===== src/rtl/sa_pkg.sv =====
// Shared definitions for the systolic-array skew feeder: default word width
// and the tile-sequencer state encoding.
package sa_pkg;

    localparam int WORDLEN_DEF = 8;

    typedef enum logic [1:0] {
        ST_IDLE  = 2'd0,
        ST_FEED  = 2'd1,
        ST_FLUSH = 2'd2,
        ST_DONE  = 2'd3
    } sa_state_e;

endpackage


===== src/rtl/sa_skew_lane.sv =====
// One west-edge lane: decides when its row buffer is read in the wavefront,
// tracks the outstanding word and registers it onto the array edge.
module sa_skew_lane
    import sa_pkg::*;
#(
    parameter int WORDLEN = WORDLEN_DEF,
    parameter int KDIM    = 16,
    parameter int CNTW    = 5,
    parameter int ROW     = 0
) (
    input  logic               clk,
    input  logic               rstn,
    input  logic               feed,
    input  logic               stall,
    input  logic [CNTW-1:0]    step,
    input  logic [WORDLEN-1:0] buf_dout,
    output logic               buf_read,
    output logic [WORDLEN-1:0] arr_data,
    output logic               arr_valid
);

    localparam logic [CNTW-1:0] ROW_OFS  = CNTW'(ROW);
    localparam logic [CNTW-1:0] WIN_LAST = CNTW'(KDIM - 1);

    logic [CNTW-1:0]    rel_step;
    logic               pend_d, pend_q;
    logic               arr_valid_d, arr_valid_q;
    logic [WORDLEN-1:0] arr_data_d, arr_data_q;

    // step - ROW wraps to a value above KDIM-1 whenever step < ROW, because the
    // counter is wide enough to hold KDIM+ROWS-1; one compare covers both bounds.
    always_comb begin
        rel_step    = step - ROW_OFS;
        buf_read    = feed && !stall && (rel_step <= WIN_LAST);
        pend_d      = pend_q;
        arr_valid_d = arr_valid_q;
        arr_data_d  = arr_data_q;
        if (!stall) begin
            arr_valid_d = pend_q;
            arr_data_d  = pend_q ? buf_dout : '0;
            pend_d      = buf_read;
        end
    end

    always_ff @(posedge clk) begin
        if (!rstn) begin
            pend_q      <= 1'b0;
            arr_valid_q <= 1'b0;
            arr_data_q  <= '0;
        end else begin
            pend_q      <= pend_d;
            arr_valid_q <= arr_valid_d;
            arr_data_q  <= arr_data_d;
        end
    end

    assign arr_valid = arr_valid_q;
    assign arr_data  = arr_data_q;

endmodule


===== src/rtl/sa_skew_feeder.sv =====
// Tile sequencer feeding a systolic array from per-row buffers on a diagonal
// schedule; row r starts r cycles after row 0 and the stream honours a stall.
module sa_skew_feeder
    import sa_pkg::*;
#(
    parameter int WORDLEN = WORDLEN_DEF,
    parameter int ROWS    = 4,
    parameter int KDIM    = 16,
    parameter int CNTW    = 5
) (
    input  logic                    clk,
    input  logic                    rstn,
    input  logic                    start,
    input  logic                    stall,
    output logic                    busy,
    output logic                    done,
    output logic [ROWS-1:0]         buf_read,
    input  logic [ROWS*WORDLEN-1:0] buf_dout,
    output logic [ROWS*WORDLEN-1:0] arr_data,
    output logic [ROWS-1:0]         arr_valid
);

    // Last step at which the bottom row still issues its final read.
    localparam logic [CNTW-1:0] LAST_STEP = CNTW'(KDIM + ROWS - 2);

    sa_state_e       state_d, state_q;
    logic [CNTW-1:0] step_d, step_q;
    logic            feed;

    always_comb begin
        state_d = state_q;
        step_d  = step_q;
        case (state_q)
            ST_IDLE: begin
                step_d = '0;
                if (start) begin
                    state_d = ST_FEED;
                end
            end
            ST_FEED: begin
                if (!stall) begin
                    if (step_q == LAST_STEP) begin
                        state_d = ST_FLUSH;
                    end else begin
                        step_d = step_q + 1'b1;
                    end
                end
            end
            ST_FLUSH: begin
                if (!stall) begin
                    state_d = ST_DONE;
                end
            end
            ST_DONE: begin
                state_d = ST_IDLE;
            end
            default: begin
                state_d = ST_IDLE;
            end
        endcase
    end

    always_ff @(posedge clk) begin
        if (!rstn) begin
            state_q <= ST_IDLE;
            step_q  <= '0;
        end else begin
            state_q <= state_d;
            step_q  <= step_d;
        end
    end

    assign feed = (state_q == ST_FEED);
    assign busy = (state_q != ST_IDLE);
    assign done = (state_q == ST_DONE);

    for (genvar r = 0; r < ROWS; r++) begin : g_lane
        sa_skew_lane #(
            .WORDLEN (WORDLEN),
            .KDIM    (KDIM),
            .CNTW    (CNTW),
            .ROW     (r)
        ) u_lane (
            .clk       (clk),
            .rstn      (rstn),
            .feed      (feed),
            .stall     (stall),
            .step      (step_q),
            .buf_dout  (buf_dout[r*WORDLEN +: WORDLEN]),
            .buf_read  (buf_read[r]),
            .arr_data  (arr_data[r*WORDLEN +: WORDLEN]),
            .arr_valid (arr_valid[r])
        );
    end

endmodule

===== config.mk =====
export PLATFORM = sky130hd
export DESIGN_NAME = sa_skew_feeder
export DESIGN_NICKNAME = d
export VERILOG_FILES = /design/src/rtl/sa_pkg.sv /design/src/rtl/sa_skew_lane.sv /design/src/rtl/sa_skew_feeder.sv
export SDC_FILE = /design/constraint.sdc
export NUM_CORES = 1
export LEC_CHECK = 0
export BUFFER_PORTS_ARGS = -buffer_cell sky130_fd_sc_hd__buf_2
export CAP_MARGIN = 20
export CORE_AREA = 4 4 75 77
export CTS_BUF_LIST = sky130_fd_sc_hd__clkbuf_16
export DETAILED_ROUTE_END_ITERATION = 10
export DIE_AREA = 0 0 79 81
export PLACE_DENSITY = 0.8
export SLEW_MARGIN = 15
export SYNTH_ARGS = -nofsm -noshare
export SYNTH_HDL_FRONTEND = slang
export SYNTH_SLANG_ARGS = --single-unit

===== constraint.sdc =====
create_clock -name clk -period 5.05 [get_ports clk]
set_clock_uncertainty 0.1 [all_clocks]
set_input_delay 0.505 -clock clk [delete_from_list [all_inputs] [get_ports clk]]
set_output_delay 0.505 -clock clk [all_outputs]
set_load 0.03 [all_outputs]

# ---- Word level (Yosys, flattened, before mapping)
# Index checks and enable logic that the tools add are counted.
dict set report op_classes {
  muxes 12
  n_lt_le_gt_ge 4
  n_addsub 4
  reduce_logical 11
  n_eq_ne 9
}
# op n
set op_table {}
lappend op_table {{8-bit two-way mux} 4}
lappend op_table {{5-bit by 4-bit less-or-equal comparator with 1-bit output (second input constant)} 4}
lappend op_table {{5-bit two-way mux} 2}
lappend op_table {{2-bit inequality test (second input constant)} 5}
lappend op_table {{5-bit one-hot mux with 2 select lines} 1}
lappend op_table {{5-bit by 2-bit subtractor with 5-bit output (second input constant)} 2}
lappend op_table {{2-bit two-way mux} 4}
lappend op_table {{2-bit one-hot mux with 4 select lines} 1}
lappend op_table {{5-bit by 1-bit adder with 5-bit output (second input constant)} 1}
lappend op_table {{5-bit equality test (second input constant)} 1}
lappend op_table {{1-bit logical AND} 5}
lappend op_table {{5-bit by 1-bit subtractor with 5-bit output (second input constant)} 1}
lappend op_table {{2-bit equality test (second input constant)} 2}
lappend op_table {{4-bit AND reduction} 1}
lappend op_table {{2-bit nonzero test} 2}
lappend op_table {{3-bit AND reduction} 1}
lappend op_table {{2-bit by 1-bit equality test with 1-bit output (second input constant)} 1}
lappend op_table {{2-bit logical NOT} 1}
lappend op_table {{1-bit logical NOT} 1}
dict set report totals {
  ff_bits 47
  in_bits 36
}

# ---- Longest topological paths before layout
dict set report depth {
  ltp_word 4
  mapped_depth 8
  ltp_nobuf 6
}

# ---- Cells and area by module
# A second synthesis with hierarchy kept.
dict set report hier_totals {
  hier_cells 231
  hier_area_um2 2178.3
}
# mod instances area_each_um2 cells_per_inst seq_area_each_um2
set modules_own_cells {}
lappend modules_own_cells {sa_skew_feeder 1 488.0 53 140.1}
lappend modules_own_cells {{sa_skew_lane at g_lane[3].u_lane} 1 439.2 45 200.2}
lappend modules_own_cells {{sa_skew_lane at g_lane[1].u_lane} 1 432.9 44 200.2}
lappend modules_own_cells {{sa_skew_lane at g_lane[2].u_lane} 1 424.2 46 200.2}
lappend modules_own_cells {{sa_skew_lane at g_lane[0].u_lane} 1 394.1 43 200.2}

# ---- Worst setup path after synthesis
# Ideal clock, no wire load.
dict set report synth_path {
  path_kind {register to output}
  startpoint {reg step_q[0]}
  endpoint {out buf_read[1]}
  path_slack_ns 2.754
  t_arrival_ns 1.691
  path_buffers 2
  required_time_ns 4.445
  stages_incl_launch_ff 8
  path_cell_list {dfxtp_1 buf_2 inv_1 ha_1 or4_1 nor2_1 nor3_1 buf_4}
}
dict set report synth_between {
  elab_chain_len 3
}
# item line_no
set synth_rtl {}
lappend synth_rtl {{start: declaration} sa_skew_feeder.sv:27} ;# logic [CNTW-1:0] step_d, step_q;
lappend synth_rtl {{start signal: assignment} sa_skew_feeder.sv:69} ;# step_q <= step_d;
lappend synth_rtl {{5-bit by 1-bit subtractor with 5-bit output} sa_skew_lane.sv:33} ;# rel_step = step - ROW_OFS;
lappend synth_rtl {{5-bit by 4-bit less-or-equal comparator with 1-bit output} sa_skew_lane.sv:34} ;# buf_read = feed && !stall && (rel_step <= WIN_LAST);
lappend synth_rtl {{1-bit logical AND} sa_skew_lane.sv:34}
lappend synth_rtl {{end: declaration} sa_skew_feeder.sv:17} ;# output logic [ROWS-1:0] buf_read,
# Every way passes these cells.

# ---- Final worst setup path
# Same ends and word-level chain as after synthesis.

==> results.toml <==
[timing]
tns_ns = 0
tightestPinTransition_ns = 0.800
fmax_mhz = 359
rsz0062_at_grt = "no"
finalSetupViolations = 0
layout_setup_ws_ns = 2.26
period_share = 0.552
fin_crit_ns = 2.79
maxSlewHeadroom = 0.467
slew_viol_final = 0
hold_violations = 0

[floorplan]
die_h_um = 81
fp-row-count = 26
start_util = 0.434
die-area_um2 = 6400
io_pins = 78
coreArea_um2 = 5010
die-width_um = 79

[yosys]
synth-edff-count = 0
syn_area_um2 = 2170
synth_nets = 285
yosysWarnings = 0
async_flop_share = 0
synthFlopType = "dfxtp_1"
synth_cells = 235
avgSynthCellArea_um2 = 9.25
synth_seq_area_share = 0.433
synthDistinctLibCells = 37
synth-seq-cells = 47

[power]
ir_worst_vdd_mv = 0.163
p_total_mw = 0.956
cellPowerDensity_nw_per_um2 = 362
p_leak_nw = 1.19

[global_route]
grt_max_degree = 48
grt_pass1_wl_um = 7290
grt.overflow.total = 0
grt_pass1_vias = 1618
antenna_found_initial = 0
track_usage = 0.142

[placement]
finalWeightedCongestion = 0.888
io_buffers = 77
pre_cts_ws_ns = 2.56
dp_hpwl_um = 3460

[clocking]
post_cts_buffers = 0
clock-root-buffer = "clkbuf_16"
cts_hold_buf = 0
cts_sinks = 47
cts_buffers = 5
clockBufferDepth = 2
clk_latency_ns = 0.28
clk_pin_slew_ns = 0.07
cts_resized = 0
tritoncts = "done"
h-tree-depth = 2

[worst_setup_path]
cp.arrival_ns = 2.18
critPathCaptureType = "primary output"
cp.buffers_inverters = 2
cpLargestDelayFamily = "simple AND/OR/NAND/NOR gates"
max_stage_delay_ns = 0.54
path_class = "flop to primary output"
slowest_stage = "dfxtp_1"
start_kind = "flop"
cp_cell_sequence = "inv_1, ha_1, or4_1, nor2_1, nor3_1, buf_2"
worstPathRequired_ns = 4.45
critPathMaxFanout = 11

[drt]
vias = 1784
drtIter0Drc = 90
dr.pass1.iters = 4
wire_per_inst_um = 12.7
drc = 0
drt_wl_total_um = 4660
via_per_inst = 4.86
ant_nets = 0

[layout]
nFillCells = 474
drive_above_1_share = 0.323
syn2layout_area_growth_pct = 21.6
diodes = 0
nNetsFinal = 346

[outcome]
status = "finished clean"

[flow_run]
cap_violations = 0

[worst_hold_path]
hold_class = "primary input to flop"
## layout by cell type (no fill, tap or decap), types with 3 or more instances in the layout
cell type / count
buf_2: 77
dfxtp_1: 47
nor2_1: 45
a22oi_1: 32
ha_1: 14
nand2_1: 10
inv_1: 9
xnor2_1: 6
nor3_1: 5
nor2b_1: 5
a21oi_1: 5
clkbuf_16: 5
nand3_1: 4
o21ai_0: 3
## tightest hold or removal path: stages
cell and delay (ns):
buf_2 0.07, a22oi_1 0.05, nor2_1 0.07
## flip-flops by register name, indices dropped and copies added, names as in the netlist
| register | count |
|---|---|
| step_q | 5 |
| g_lane.u_lane.arr_data | 32 |
| g_lane.u_lane.pend_q | 4 |
| g_lane.u_lane.arr_valid | 4 |
| state_q | 2 |
## final timing paths
kind / startpoint / to / slack [ns] / cells past startpoint
max: step_q[0] / buf_read[1] / 2.26 / 6
min: buf_dout[27] / g_lane[3].u_lane.arr_data[3] / 0.35 / 3
max reg2reg: step_q[0] / g_lane[1].u_lane.pend_q / 3.08 / 5
min reg2reg: g_lane[0].u_lane.pend_q / g_lane[0].u_lane.pend_q / 0.37 / 2
## synthesized netlist by cell type (all sizes together), types with 2 or more instances
master	count	area [um^2]
o21a	2	15.0
buf	11	87.6
inv	9	33.8
xnor2	6	52.6
clkbuf	13	68.8
o21ai	3	15.0
ha	14	175
a21oi	5	25.0
mux2	4	52.6
nand3	4	20.0
nor2	47	181
and2	3	21.3
a22oi	32	240
nand2	10	37.5
dfxtp	47	941
nor3	5	25.0
nor2b	5	31.3
nand2b	2	12.5
## power breakdown
| group | total, mW | leakage [nW] | switching [mW] | internal, mW |
|---|---|---|---|---|
| clock | 0.315 | 0.0674 | 0.133 | 0.182 |
| combinational | 0.238 | 0.747 | 0.144 | 0.0946 |
| sequential | 0.402 | 0.379 | 0.0165 | 0.386 |
| total | 0.956 | 1.19 | 0.293 | 0.663 |
## layer usage
| metal | share of wire | routed length (um) | track usage |
|---|---|---|---|
| met1 | 0.44 | 2030 | 0.177 |
| met2 | 0.51 | 2360 | 0.247 |
| met3 | 0.047 | 220 | 0.0255 |
| met4 | 0.010 | 47 | 0.0515 |
| met5 | 0 | 0 | 0 |
## cells by family after synthesis
logic type               synth area share
XOR/XNOR                           0.0242
flip-flops                          0.433
AO/OA/AOI/OAI                       0.167
buffers and inverters              0.0892
multiplexers                       0.0288
AND/OR/NAND/NOR                     0.177
adder cells (fa/ha/maj)            0.0806
## cell type report
cell class                 instances  area [um^2]  share of cell area
clock inverter                     3         20.0             0.00758
inverter                          10         37.5              0.0142
timing repair buffer              78          393               0.149
sequential                        47          941               0.356
clock buffer                       5          125              0.0473
tap                               70         87.6              0.0331
multi-input combinational        154         1040               0.393
## per-stage QoR
step / instances / hold WS (ns) / utilization / cell area (um^2)
floorplan: 235 / 0.341 / - / 2170
global placement: 359 / 0.368 / 0.499 / 2500
global route: 367 / 0.364 / 0.527 / 2640
detailed placement: 359 / 0.362 / 0.499 / 2500
finish: 367 / 0.352 / 0.527 / 2640
CTS: 367 / 0.353 / 0.527 / 2640
Note: power is estimated with default switching activity, not from simulation.
